File: src/rtl/ex_sequencer_if.sv
// ex_sequencer_if: issue, memory and result bus of the execute-stage sequencer.
//   slave  modport: sequencer side (instruction/ack in, ready/mem/result out)
//   master modport: decode/environment side (mirror of slave)
//   issue_valid_i/issue_ready_o  decoded-instruction handshake
//   cond_i, en_*_i, flag_*_i, mem_read_i/mem_write_i, jump_addr_i, alu_flags_i  instruction fields
//   mem_req_o/mem_we_o/mem_ack_i  data memory port
//   wb_valid_o/wb_sel_o, jump_taken_o/jump_addr_o, flags_o, halted_o, err_o  results
interface ex_sequencer_if #(
   parameter int JADDR_BITS = 10
);
   logic                  issue_valid_i;
   logic                  issue_ready_o;
   logic [1:0]            cond_i;
   logic                  en_alu_int_i;
   logic                  en_alu_v_i;
   logic                  en_mem_i;
   logic                  en_jump_i;
   logic                  en_swap_i;
   logic                  flag_end_i;
   logic                  flag_nop_i;
   logic                  mem_read_i;
   logic                  mem_write_i;
   logic [JADDR_BITS-1:0] jump_addr_i;
   logic [3:0]            alu_flags_i;
   logic                  mem_req_o;
   logic                  mem_we_o;
   logic                  mem_ack_i;
   logic                  wb_valid_o;
   logic [2:0]            wb_sel_o;
   logic                  jump_taken_o;
   logic [JADDR_BITS-1:0] jump_addr_o;
   logic [3:0]            flags_o;
   logic                  halted_o;
   logic                  err_o;
   modport slave (
      input  issue_valid_i, cond_i, en_alu_int_i, en_alu_v_i, en_mem_i, en_jump_i, en_swap_i,
             flag_end_i, flag_nop_i, mem_read_i, mem_write_i, jump_addr_i, alu_flags_i, mem_ack_i,
      output issue_ready_o, mem_req_o, mem_we_o, wb_valid_o, wb_sel_o, jump_taken_o, jump_addr_o,
             flags_o, halted_o, err_o
   );
   modport master (
      output issue_valid_i, cond_i, en_alu_int_i, en_alu_v_i, en_mem_i, en_jump_i, en_swap_i,
             flag_end_i, flag_nop_i, mem_read_i, mem_write_i, jump_addr_i, alu_flags_i, mem_ack_i,
      input  issue_ready_o, mem_req_o, mem_we_o, wb_valid_o, wb_sel_o, jump_taken_o, jump_addr_o,
             flags_o, halted_o, err_o
   );
endinterface

File: src/rtl/ex_sequencer.sv
// ex_sequencer: execute-stage controller; conditions, sequences and retires one decoded instruction at a time.
//   clk_i  rising-edge clock
//   rst_i  synchronous active-low reset
//   bus    ex_sequencer_if.slave (issue handshake, instruction fields, memory port, results)
//   Optional EX_SEQ_TIMEOUT_EN: abort a memory wait after MEM_TIMEOUT cycles and set sticky err_o.
module ex_sequencer #(
   parameter int VALU_LAT    = 2,
   parameter int JADDR_BITS  = 10,
   parameter int MEM_TIMEOUT = 255
) (
   input logic           clk_i,
   input logic           rst_i,
   ex_sequencer_if.slave bus
);
   localparam int VW = VALU_LAT > 1 ? $clog2(VALU_LAT) : 1;
   typedef enum logic [1:0] {IDLE, VWAIT, MWAIT, HALT} state_t;
   state_t                state, state_nx;
   logic [VW-1:0]         vcnt, vcnt_nx;
   logic                  mem_rd, rd_nx;
   logic                  wb_nx, jmp_nx, we_nx, err_nx;
   logic [2:0]            sel_nx;
   logic [JADDR_BITS-1:0] jaddr_nx;
   logic [3:0]            flags_nx;
   logic                  accept, cond_ok, exec;
`ifdef EX_SEQ_TIMEOUT_EN
   localparam int TW = $clog2(MEM_TIMEOUT + 1);
   logic [TW-1:0]         tcnt, tcnt_nx;
`endif
   assign bus.issue_ready_o = state == IDLE;
   assign accept = bus.issue_valid_i & bus.issue_ready_o;
   // flags_o is {N,Z,C,V}; evaluated against the value held before this instruction
   assign cond_ok = bus.cond_i == 2'd0 ? 1'b1 :
                    bus.cond_i == 2'd1 ? bus.flags_o[2] :
                    bus.cond_i == 2'd2 ? ~bus.flags_o[2] : bus.flags_o[3] ^ bus.flags_o[0];
   assign exec = accept & cond_ok & ~bus.flag_nop_i;
   always_comb begin
      state_nx = state;
      vcnt_nx  = vcnt;
      rd_nx    = mem_rd;
      wb_nx    = 1'b0;
      sel_nx   = bus.wb_sel_o;
      jmp_nx   = 1'b0;
      jaddr_nx = bus.jump_addr_o;
      flags_nx = bus.flags_o;
      we_nx    = bus.mem_we_o;
      err_nx   = bus.err_o;
`ifdef EX_SEQ_TIMEOUT_EN
      tcnt_nx  = tcnt;
`endif
      case (state)
         IDLE:
            if (accept && bus.flag_end_i) state_nx = HALT;
            else if (exec) begin
               if (bus.en_jump_i) begin
                  jmp_nx   = 1'b1;
                  jaddr_nx = bus.jump_addr_i;
               end else if (bus.en_mem_i) begin
                  state_nx = MWAIT;
                  we_nx    = bus.mem_write_i;
                  rd_nx    = bus.mem_read_i;
`ifdef EX_SEQ_TIMEOUT_EN
                  tcnt_nx  = '0;
`endif
               end else if (bus.en_alu_v_i && !bus.en_swap_i) begin
                  // a one-cycle vector unit retires like a scalar op and never enters VWAIT
                  if (VALU_LAT == 1) begin
                     wb_nx  = 1'b1;
                     sel_nx = 3'd1;
                  end else begin
                     state_nx = VWAIT;
                     vcnt_nx  = VW'(VALU_LAT - 1);
                  end
               end else if (bus.en_alu_int_i) begin
                  wb_nx    = 1'b1;
                  sel_nx   = 3'd0;
                  flags_nx = bus.alu_flags_i;
               end else if (bus.en_swap_i) begin
                  wb_nx  = 1'b1;
                  sel_nx = bus.en_alu_v_i ? 3'd3 : 3'd2;
               end
            end
         VWAIT: begin
            // the pulse is registered, so retire one cycle before the count would hit zero
            vcnt_nx = vcnt - 1'b1;
            if (vcnt == VW'(1)) begin
               state_nx = IDLE;
               wb_nx    = 1'b1;
               sel_nx   = 3'd1;
            end
         end
         MWAIT:
            if (bus.mem_ack_i) begin
               state_nx = IDLE;
               wb_nx    = mem_rd;
               sel_nx   = mem_rd ? 3'd4 : bus.wb_sel_o;
               we_nx    = 1'b0;
            end
`ifdef EX_SEQ_TIMEOUT_EN
            else if (tcnt == TW'(MEM_TIMEOUT - 1)) begin
               state_nx = IDLE;
               err_nx   = 1'b1;
               we_nx    = 1'b0;
            end else tcnt_nx = tcnt + 1'b1;
`endif
         default: ;
      endcase
   end
   always_ff @(posedge clk_i)
      if (!rst_i) begin
         state            <= IDLE;
         vcnt             <= '0;
         mem_rd           <= 1'b0;
         bus.mem_req_o    <= 1'b0;
         bus.mem_we_o     <= 1'b0;
         bus.wb_valid_o   <= 1'b0;
         bus.wb_sel_o     <= 3'd0;
         bus.jump_taken_o <= 1'b0;
         bus.jump_addr_o  <= '0;
         bus.flags_o      <= 4'd0;
         bus.halted_o     <= 1'b0;
         bus.err_o        <= 1'b0;
`ifdef EX_SEQ_TIMEOUT_EN
         tcnt             <= '0;
`endif
      end else begin
         state            <= state_nx;
         vcnt             <= vcnt_nx;
         mem_rd           <= rd_nx;
         bus.mem_req_o    <= state_nx == MWAIT;
         bus.mem_we_o     <= we_nx;
         bus.wb_valid_o   <= wb_nx;
         bus.wb_sel_o     <= sel_nx;
         bus.jump_taken_o <= jmp_nx;
         bus.jump_addr_o  <= jaddr_nx;
         bus.flags_o      <= flags_nx;
         bus.halted_o     <= state_nx == HALT;
         bus.err_o        <= err_nx;
`ifdef EX_SEQ_TIMEOUT_EN
         tcnt             <= tcnt_nx;
`endif
      end
endmodule

File: src/flat_wrapper.sv
// flat-port wrapper written by rule: the top's interface ports become plain ports
module ex_sequencer_flat 
#(
   parameter int VALU_LAT    = 2,
   parameter int JADDR_BITS  = 10,
   parameter int MEM_TIMEOUT = 255
)
  (clk_i, rst_i, bus_issue_valid_i, bus_cond_i, bus_en_alu_int_i, bus_en_alu_v_i, bus_en_mem_i, bus_en_jump_i, bus_en_swap_i, bus_flag_end_i, bus_flag_nop_i, bus_mem_read_i, bus_mem_write_i, bus_jump_addr_i, bus_alu_flags_i, bus_mem_ack_i, bus_issue_ready_o, bus_mem_req_o, bus_mem_we_o, bus_wb_valid_o, bus_wb_sel_o, bus_jump_taken_o, bus_jump_addr_o, bus_flags_o, bus_halted_o, bus_err_o);
  ex_sequencer_if #(.JADDR_BITS(JADDR_BITS)) bus_i ();
  input logic clk_i;
  input logic rst_i;
  input wire logic [$bits(bus_i.issue_valid_i)-1:0] bus_issue_valid_i;
  input wire logic [$bits(bus_i.cond_i)-1:0] bus_cond_i;
  input wire logic [$bits(bus_i.en_alu_int_i)-1:0] bus_en_alu_int_i;
  input wire logic [$bits(bus_i.en_alu_v_i)-1:0] bus_en_alu_v_i;
  input wire logic [$bits(bus_i.en_mem_i)-1:0] bus_en_mem_i;
  input wire logic [$bits(bus_i.en_jump_i)-1:0] bus_en_jump_i;
  input wire logic [$bits(bus_i.en_swap_i)-1:0] bus_en_swap_i;
  input wire logic [$bits(bus_i.flag_end_i)-1:0] bus_flag_end_i;
  input wire logic [$bits(bus_i.flag_nop_i)-1:0] bus_flag_nop_i;
  input wire logic [$bits(bus_i.mem_read_i)-1:0] bus_mem_read_i;
  input wire logic [$bits(bus_i.mem_write_i)-1:0] bus_mem_write_i;
  input wire logic [$bits(bus_i.jump_addr_i)-1:0] bus_jump_addr_i;
  input wire logic [$bits(bus_i.alu_flags_i)-1:0] bus_alu_flags_i;
  input wire logic [$bits(bus_i.mem_ack_i)-1:0] bus_mem_ack_i;
  output wire logic [$bits(bus_i.issue_ready_o)-1:0] bus_issue_ready_o;
  output wire logic [$bits(bus_i.mem_req_o)-1:0] bus_mem_req_o;
  output wire logic [$bits(bus_i.mem_we_o)-1:0] bus_mem_we_o;
  output wire logic [$bits(bus_i.wb_valid_o)-1:0] bus_wb_valid_o;
  output wire logic [$bits(bus_i.wb_sel_o)-1:0] bus_wb_sel_o;
  output wire logic [$bits(bus_i.jump_taken_o)-1:0] bus_jump_taken_o;
  output wire logic [$bits(bus_i.jump_addr_o)-1:0] bus_jump_addr_o;
  output wire logic [$bits(bus_i.flags_o)-1:0] bus_flags_o;
  output wire logic [$bits(bus_i.halted_o)-1:0] bus_halted_o;
  output wire logic [$bits(bus_i.err_o)-1:0] bus_err_o;
  assign bus_i.issue_valid_i = bus_issue_valid_i;
  assign bus_i.cond_i = bus_cond_i;
  assign bus_i.en_alu_int_i = bus_en_alu_int_i;
  assign bus_i.en_alu_v_i = bus_en_alu_v_i;
  assign bus_i.en_mem_i = bus_en_mem_i;
  assign bus_i.en_jump_i = bus_en_jump_i;
  assign bus_i.en_swap_i = bus_en_swap_i;
  assign bus_i.flag_end_i = bus_flag_end_i;
  assign bus_i.flag_nop_i = bus_flag_nop_i;
  assign bus_i.mem_read_i = bus_mem_read_i;
  assign bus_i.mem_write_i = bus_mem_write_i;
  assign bus_i.jump_addr_i = bus_jump_addr_i;
  assign bus_i.alu_flags_i = bus_alu_flags_i;
  assign bus_i.mem_ack_i = bus_mem_ack_i;
  assign bus_issue_ready_o = bus_i.issue_ready_o;
  assign bus_mem_req_o = bus_i.mem_req_o;
  assign bus_mem_we_o = bus_i.mem_we_o;
  assign bus_wb_valid_o = bus_i.wb_valid_o;
  assign bus_wb_sel_o = bus_i.wb_sel_o;
  assign bus_jump_taken_o = bus_i.jump_taken_o;
  assign bus_jump_addr_o = bus_i.jump_addr_o;
  assign bus_flags_o = bus_i.flags_o;
  assign bus_halted_o = bus_i.halted_o;
  assign bus_err_o = bus_i.err_o;
  ex_sequencer #(.VALU_LAT(VALU_LAT), .JADDR_BITS(JADDR_BITS), .MEM_TIMEOUT(MEM_TIMEOUT)) u_core (.clk_i(clk_i), .rst_i(rst_i), .bus(bus_i));
endmodule
File: config.mk
export PLATFORM = sky130hd
export DESIGN_NAME = ex_sequencer_flat
export DESIGN_NICKNAME = d
export VERILOG_FILES = /design/src/rtl/ex_sequencer_if.sv /design/src/rtl/ex_sequencer.sv /design/src/flat_wrapper.sv
export SDC_FILE = /design/constraint.sdc
export NUM_CORES = 1
export LEC_CHECK = 0
export CORE_UTILIZATION = 43
export DETAILED_ROUTE_END_ITERATION = 8
export HOLD_SLACK_MARGIN = 0.05
export PLACE_DENSITY_LB_ADDON = 0.15
export RECOVER_POWER = 50
export SLEW_MARGIN = 20
export SYNTH_ARGS = -nofsm -noshare
export SYNTH_HDL_FRONTEND = slang
export SYNTH_SLANG_ARGS = --single-unit
export TNS_END_PERCENT = 20
File: constraint.sdc
create_clock -name clk_i -period 1.9 [get_ports clk_i]
set_input_delay 0.38 -clock clk_i [delete_from_list [all_inputs] [get_ports clk_i]]
set_output_delay 0.38 -clock clk_i [all_outputs]
set_load 0.05 [all_outputs]
---- Word level (Yosys, flattened, before mapping) ----
Cells that the tools add are included.
Widths: inputs -> output; s select.
storage, ports and cells
  bits in registers ....................... 26
  input bits .............................. 29
  output and inout bits ................... 24
  word-level logic and storage cells ...... 103
cells by class
  add/subtract/negate cells ............... 1
  equal/unequal tests ..................... 17
  multiplexer cells ....................... 46
  bitwise gates (word level) .............. 13
  reductions and logical operators ........ 15
operators with widths
  cell                number
  $mux 3              10
  $mux 1              24
  $ne 2x2->1 const B  8
  $mux 2              7
  $reduce_and 6->1    2
  $reduce_and 10->1   1
  $not 1->1           9
  $pmux 3 s3          1
  $eq 2x2->1 const B  4
  $reduce_and 7->1    1
  $pmux 2 s3          1
  $reduce_and 5->1    1
  $eq 2x1->1 const B  2
  $logic_not 2->1     2
  $ne 2x1->1 const B  2
  $pmux 1 s2          2
  $reduce_and 4->1    1
  $reduce_bool 2->1   2
  $reduce_or 4->1     1
  $and 1x1->1         3
  $ne 3x3->1 const B  1
  $pmux 1 s3          1
  $reduce_bool 3->1   1
  $logic_and 1x1->1   2
  other kinds (3)     3

---- Logic depth before layout (Yosys ltp) ----
Gate-level depths: netlist of run 1.
  depth in word-level cells ............... 10
  mapped depth ............................ 8
  gate-level depth less buffers ........... 7

---- Least setup slack after synthesis of run 1 ----
OpenSTA, ideal clock, no wires.
  path kind ............................... reg2reg
  from .................................... reg u_core.state[0]
  to ...................................... reg u_core.bus.mem_we_o
  library setup time ...................... 0.071 ns
  arrival time ............................ 2.064 ns
  data required time ...................... 1.829 ns
  path slack .............................. -0.235 ns
  cell stages (with the launch flop) ...... 8
  buffers on the path ..................... 0
  period minus slack after synthesis ...... 2.135 ns
  cell sequence ........................... dfxtp_1 -> inv_1 -> ha_1 -> and4bb_2 -> nand2_1 -> nor4_4 -> mux2_2 -> a21oi_1
between the ends
  cells in the longest elaborated chain, start to end .. 6
  elaborated cells on any way between the ends .. 14
  classes of those cells .................. eq/ne: 6; mux: 1; bitwise: 3; reduce/logical: 4
ends and longest elaborated chain
  item                        line                   source
  start, declared             ex_sequencer.sv:17     state_t state, state_nx;
  start signal, assigned      ex_sequencer.sv:126    state <= state_nx;
  $logic_not 2->1 (*)         ex_sequencer.sv:29     assign bus.issue_ready_o = state == IDLE;
  net bus_issue_ready_o       flat_wrapper.sv:26     output wire logic [$bits(bus_i.issue_ready_o)-1:0] bus_issue_ready_o;
  $and 1x1->1                 ex_sequencer.sv:30     assign accept = bus.issue_valid_i & bus.issue_ready_o;
  $and 1x1->1 (2 in a row)    ex_sequencer.sv:35     assign exec = accept & cond_ok & ~bus.flag_nop_i;
  $ne 2x2->1 (no line)        n/a
  $reduce_and 6->1 (no line)  n/a
  end signal, assigned        ex_sequencer.sv:130    bus.mem_we_o <= we_nx;
  end, declared               ex_sequencer_if.sv:38  output issue_ready_o, mem_req_o, mem_we_o, wb_valid_o, wb_sel_o, jump_taken_o, jump_addr_o,
Mark *: on every way through the listed nets, which the timed path passes. The rest lies on a longest branch.
A chain may end at the register's enable or synchronous reset.

---- Final worst setup path of run 1 ----
  from .................................... in bus_en_jump_i
  to ...................................... reg u_core.bus.jump_addr_o[1]
between the ends
  cells in the longest elaborated chain, start to end .. 1
ends and longest elaborated chain
  item                        line                   source
  start, declared             flat_wrapper.sv:17     input wire logic [$bits(bus_i.en_jump_i)-1:0] bus_en_jump_i;
  $reduce_and 4->1 (no line)  n/a
  end signal, assigned        ex_sequencer.sv:134    bus.jump_addr_o <= jaddr_nx;
  end, declared               ex_sequencer_if.sv:38
No other way between the ends.

==> results of run 1 <==
## worst max path at each step
stage,slack [ns],startpoint,to
CTS,0.02,u_core.bus.jump_addr_o[0],bus_jump_addr_o[0]
detailed placement,-0.30,bus_cond_i[0],u_core.bus.mem_we_o
floorplan,0.03,u_core.bus.flags_o[2],u_core.vcnt
global route,-0.07,bus_en_jump_i,u_core.bus.jump_addr_o[8]
global placement,-0.24,bus_cond_i[1],u_core.state[0]
finish,0.01,bus_en_jump_i,u_core.bus.jump_addr_o[1]
## where the power goes
| group | switching, mW | internal [mW] |
|---|---|---|
| clock network | 0.173 | 0.213 |
| registers | 0.0183 | 0.580 |
| logic | 0.359 | 0.325 |
## layout make-up
| cell class | count | area share, % |
|---|---|---|
| tap | 44 | 2.45 |
| multi-input combinational | 112 | 39.1 |
| timing repair buffer | 72 | 32.0 |
| inverter | 5 | 0.837 |
| sequential | 26 | 23.3 |
| clock inverter | 1 | 1.34 |
| clock buffer | 3 | 1.00 |
## worst max-delay path, stage by stage
cell and delay [ns]:
clkdlybuf4s50_1 0.56, nor4bb_2 0.36, nand2_1 0.15, nor3_2 0.22, buf_12 0.18, mux2i_1 0.19, nor2_1 0.05
## layout by cell type, fill, tap and decap left out, types with 2 or more instances in the layout
cell type / n
clkdlybuf4s50_1: 34
dfxtp_1: 24
nor2_1: 19
buf_4: 19
mux2i_1: 15
nand2_1: 11
dlymetal6s2s_1: 11
nor2b_1: 7
nand4_1: 4
a21oi_2: 4
inv_1: 3
nand2b_1: 3
o21ai_0: 3
ha_1: 3
clkbuf_4: 3
buf_12: 3
inv_2: 2
a211oi_1: 2
nor3b_1: 2
o311a_1: 2
o31ai_1: 2
a21oi_1: 2
nor3_2: 2
and2_1: 2
nor3_1: 2
a311oi_1: 2
o21ai_1: 2
dlygate4sd2_1: 2
clkbuf_1: 2
dfxtp_2: 2
## per-layer routing
layer | routed length [um] | global-route usage [%] | part of all wire (%) | up-vias
met4 | 46 | 6.12 | 1.3 | 0
met2 | 1980 | 41.2 | 54 | 34
met1 | 1530 | 26.3 | 42 | 642
met3 | 101 | 3.30 | 2.8 | 6
met5 | 0 | 0 | 0 | -
li1 | - | - | - | 671
## what timing repair did
item	CTS	global route
setup buffers	0	1
endpoints found under the setup margin	2	22
pin swaps	0	4
gates resized for setup	2	19
## cells by family after synthesis
logic type      Yosys count  synth area share (%)
simple gates             64                  27.5
compound gates           26                  15.8
flops                    26                  37.3
mux                      16                  11.6
buf+inv                  10                  3.32
fa+ha+maj                 4                  3.59
other cells               1                 0.269
xor+xnor                  1                 0.628
## metrics by stage
step / area, um^2 / instances / setup WS (ns) / utilization, % / TNS (ns)
after floorplan: 1410 / 148 / 0.0284 / - / 0
after global placement: 2130 / 258 / -0.238 / 69.8 / -4.27
after detailed placement: 2130 / 258 / -0.298 / 69.8 / -5.53
after CTS: 2180 / 262 / 0.0175 / 71.4 / 0
after global routing: 2240 / 263 / -0.0690 / 73.5 / -0.302
final: 2240 / 263 / 0.0111 / 73.5 / 0
==> out/metrics.cfg, run 1 <==
[job]
drv_cap = 0

[worst_hold_path]
hold_depth = 2
hp-class = reg2reg
hp-start = u_core.bus.wb_sel_o[2]
min_delay_worst_endpoint = u_core.bus.wb_sel_o[2]

[drt]
first_iter_violations = 40
finalWirelength_mm = 3.65
num_vias = 1353
wl_per_cell_um = 13.9
first_pass_iters = 4
via_per_inst = 5.14
drcViolationCount = 0
ant_nets = 0

[power]
leakagePower_nw = 1.02
ir_drop_uv = 322
power.density_mw_per_mm2 = 744
power.total_mw = 1.67

[critical_path]
reg2reg_slack_ns = 0.13
cp.required_ns = 2.11
reg2reg_to = u_core.bus.mem_we_o
reg2regPathDepth = 6
cp.arrival_ns = 2.10
timing.rr.start = u_core.bus.flags_o[3]
critPathKind = in2reg
end_kind = register
crit_path_start_kind = input port
worst-path-max-fanout = 10

[global_route]
grt_pass1_vias = 1335
grt_pass1_wl_mm = 5.91
grt_max_degree = 16
antenna_found_initial = 0
track_usage_pct = 22.2
grt_overflow_total = 0

[sta]
hold_viol = 0
period_share_pct = 99.4
fmax_mhz = 529
whs_ns = 0.471
finClkSkew_ns = 0.00751
rsz0062_at_grt = true
setup_viol = 0
drv_slew = 0
worst_pin_slew_ns = 0.608
period_needed_ns = 1.89
max-slew-margin-rel_pct = 59.7

[clock_network]
cts_sinks = 26
cts.clk_slew.worst_paths_ns = 0.15
cts_buffer_depth = 2
cts_htree_levels = 1
ctsHoldBuffers = 0
root_buffer = clkbuf_4
cts_tree = built
insertion_delay_ns = 0.32
cts_made_buffers = 3

[layout]
diodes = 0
syn2layout_area_growth_pct = 61.0
final_nets = 253
drive_above_1_share_pct = 24.2
largest_register_ffs = 10
reg.largest.list = u_core.bus.jump_addr_o: 10 flops, u_core.bus.flags_o: 4 flops, u_core.bus.wb_sel_o: 3 flops
seq_area_um2 = 523
nFillCells = 248
max_flop_register = u_core.bus.jump_addr_o
multi_input_area_um2 = 877

[status]
outcome = finished, final reports clean

[placed_design]
portBuffers = 51
dpl.hpwl_mm = 2.87
place.gp.congestion = 0.792

[logic_synthesis]
synth.distinct_cells = 46
synth_warnings = 0
synth_area_per_cell_um2 = 9.42
synth_edf_count = 0
synth-main-ff-cell = dfxtp_1
synth.area.top_cells = dfxtp_1 (37%), mux2i_1 (11%), nor2_1 (5.1%)
synth-seq-cells = 26
synth_common_cells = dfxtp_1 (26), nor2_1 (19), mux2i_1 (15)
ys_async_sr_fraction_pct = 0
syn_nets = 181
yosysMostFrequentCell = dfxtp_1
syn-instance-count = 148
ys_seq_area_share_pct = 37.3
synth_area_mm2 = 0.00139
synth_top_area_share_pct = 37.3
synth_area_leader_cell = dfxtp_1

[floorplanning]
core_area_mm2 = 0.00305
start_util_pct = 45.7
die_area_mm2 = 0.00347
placementRows = 20
die_x_um = 58.9
pin_count = 53
die_h_um = 58.9

(Power assumes the default switching activity.)
==> inputs of run 2 (changes only) <==
- CORE_UTILIZATION: 43 -> 47
- REMOVE_ABC_BUFFERS: default -> 1
- clock period: 1.9 -> 2.22 ns (I/O delays scaled with it)
==> run 2 against run 1 <==
Compared with the run above:
- clock skew is 0.0018 ns lower
- die area is 8.2% lower
- total power is 19% lower
- sequential power is 13% lower
- global-route usage is 0.053 points higher
- largest power group is now sequential cells
- core utilization hardly changed
- count of clock-buffer cells in the layout stayed put
- register-to-register slack better by 0.14 ns
- worst setup slack better by 0.17 ns
- highest routed layer unchanged
- final cell count is 8.4% lower
- clock power is 15% lower
- combinational power is 26% lower
==> out/metrics.cfg, run 2 (same netlist as run 1, synthesis figures left out) <==
[layout]
reg.largest.list = u_core.bus.jump_addr_o: 10 flops, u_core.bus.flags_o: 4 flops, u_core.bus.wb_sel_o: 3 flops
final_common_cell = clkdlybuf4s50_1
largest_register_ffs = 10  ; unchanged
final_core_util_pct = 73.5  ; about the same
syn2layout_area_growth_pct = 46.7
diodes = 0  ; unchanged
drive_above_1_share_pct = 14.3  ; -9.9 points
max_flop_register = u_core.bus.jump_addr_o
mostFrequentLayoutCells = clkdlybuf4s50_1 (42), dfxtp_1 (26), nor2_1 (19)
final_nets = 244  ; -3.6%

[drt]
first_iter_violations = 49  ; +23%
dr_wl_met3_um = 195  ; +93%
met2_length_mm = 1.71  ; -13%
ant_nets = 0  ; unchanged
wl_per_cell_um = 14.4  ; +4.0%
num_vias = 1347  ; -0.44%
top_layer_used = met4
via_per_inst = 5.59  ; +8.6%
first_pass_iters = 4  ; unchanged
wl_met1_mm = 1.46  ; -4.5%
finalWirelength_mm = 3.48  ; -4.7%
drcViolationCount = 0  ; unchanged

[power]
p_comb_share_pct = 37.4  ; -3.6 points
ir_drop_uv = 632  ; +97%
power.density_mw_per_mm2 = 662  ; -11%
clockPowerShare_pct = 24.4  ; +1.2 points
sequentialPowerShare_pct = 38.2  ; +2.4 points
leakagePower_nw = 0.771  ; -25%
power.internal_mw = 0.904  ; -19%
swShare_pct = 33.3  ; +0.30 points
p_switching_mw = 0.451  ; -18%

[sta]
hold_viol = 0  ; unchanged
period_needed_ns = 2.04
drv_slew = 0  ; unchanged
fmax_mhz = 491
max-slew-margin-rel_pct = 49.6  ; -10 points
worst_pin_slew_ns = 0.755  ; +0.147 ns
finClkSkew_ns = 0.00567  ; -0.00184 ns
period_share_pct = 91.8
setup_viol = 0  ; unchanged
rsz0062_at_grt = false
whs_ns = 0.472  ; +0.00146 ns

[critical_path]
critPathKind = reg2out
cpLargestDelayFamily = buffers and inverters
cp.required_ns = 1.78  ; -0.33 ns
path_cells = clkdlybuf4s50_1
cp_num_buf_inv = 1  ; -1
slowest_stage = clkdlybuf4s50_1
cp_slowest_stage_delay_ns = 0.83  ; +0.27 ns
worst-path-max-fanout = 5  ; -5
crit_path_start_kind = register
end_kind = output pin
cp.arrival_ns = 1.59  ; -0.51 ns

[clock_network]
cts.clk_slew.worst_paths_ns = 0.14  ; about the same
root_buffer = clkbuf_4
cts_tree = built
cts_htree_levels = 1  ; unchanged
insertion_delay_ns = 0.33  ; about the same
post_cts_buffers = 0  ; unchanged
ctsResizeCount = 0  ; -2
cts_sinks = 26  ; unchanged
ctsHoldBuffers = 0  ; unchanged
cts_made_buffers = 3  ; unchanged
cts_buffer_depth = 2  ; unchanged

[global_route]
grt_pass1_wl_mm = 5.41  ; -8.5%
grt_pass1_vias = 1271  ; -4.8%
antenna_found_initial = 0  ; unchanged
grt_overflow_total = 0  ; unchanged
grt_max_degree = 24  ; +8
track_usage_pct = 22.3  ; +0.053 points

[floorplanning]
die_area_mm2 = 0.00319  ; -8.2%
die_h_um = 56.5  ; -4.2%
core_area_mm2 = 0.00278  ; -8.9%
die_x_um = 56.5  ; -4.2%
start_util_pct = 50.1  ; +4.5 points
placementRows = 19  ; -5.0%
pin_count = 53  ; unchanged

[worst_hold_path]
hp-class = reg2reg

[placed_design]
place.gp.congestion = 0.838  ; +5.8%
portBuffers = 51  ; unchanged
dpl.hpwl_mm = 2.71  ; -5.8%

[job]
drv_cap = 0  ; unchanged

[status]
outcome = finished, final reports clean

## run 2: stage by stage
step | total power, mW | cell area [um^2] | instances | setup TNS [ns] | worst slack (ns)
after global placement | 1.02 | 2020 | 237 | 0 | 0.0262
after CTS | 1.37 | 2070 | 241 | 0 | 0.169
after floorplan | 0.837 | 1370 | 143 | -4.94 | -0.479
final | 1.35 | 2040 | 241 | 0 | 0.182
after global routing | 1.41 | 2040 | 241 | 0 | 0.0984
after detailed placement | 1.04 | 2020 | 237 | -0.400 | -0.0843
## run 2: path summary, 6_finish.rpt
| kind | from | to | slack [ns] | cells after the start |
|---|---|---|---|---|
| hold reg to reg | u_core.bus.wb_sel_o[2] | u_core.bus.wb_sel_o[2] | 0.47 | 2 |
| hold / removal | u_core.bus.wb_sel_o[2] | u_core.bus.wb_sel_o[2] | 0.47 | 2 |
| setup reg to reg | u_core.state[0] | u_core.bus.mem_we_o | 0.27 | 7 |
| setup / recovery | u_core.bus.flags_o[3] | bus_flags_o[3] | 0.18 | 1 |
## run 2: final cells by class
type | instances | area, um^2
Clock inverter | 1 | 30.0
Fill cell | 221 | 737
Inverter | 5 | 18.8
Timing Repair Buffer | 63 | 607
Clock buffer | 3 | 22.5
Multi-Input combinational cell | 112 | 807
Tap cell | 31 | 38.8
Sequential cell | 26 | 520
## run 2: routing by layer
layer  vias to the layer above  global-route usage [%]
li1                        652                       -
met1                       630                    24.9
met2                        54                    37.6
met3                        11                    4.15
met4                         0                    15.7
met5                         -                       0
## run 2: power by group through the flow
stage | Combinational [mW] | Sequential (mW) | Clock, mW
after global placement | 0.495 | 0.526 | 0
after detailed placement | 0.511 | 0.529 | 0
after global routing | 0.535 | 0.522 | 0.351
final | 0.507 | 0.518 | 0.330
after CTS | 0.513 | 0.518 | 0.336
after floorplan | 0.243 | 0.594 | 0
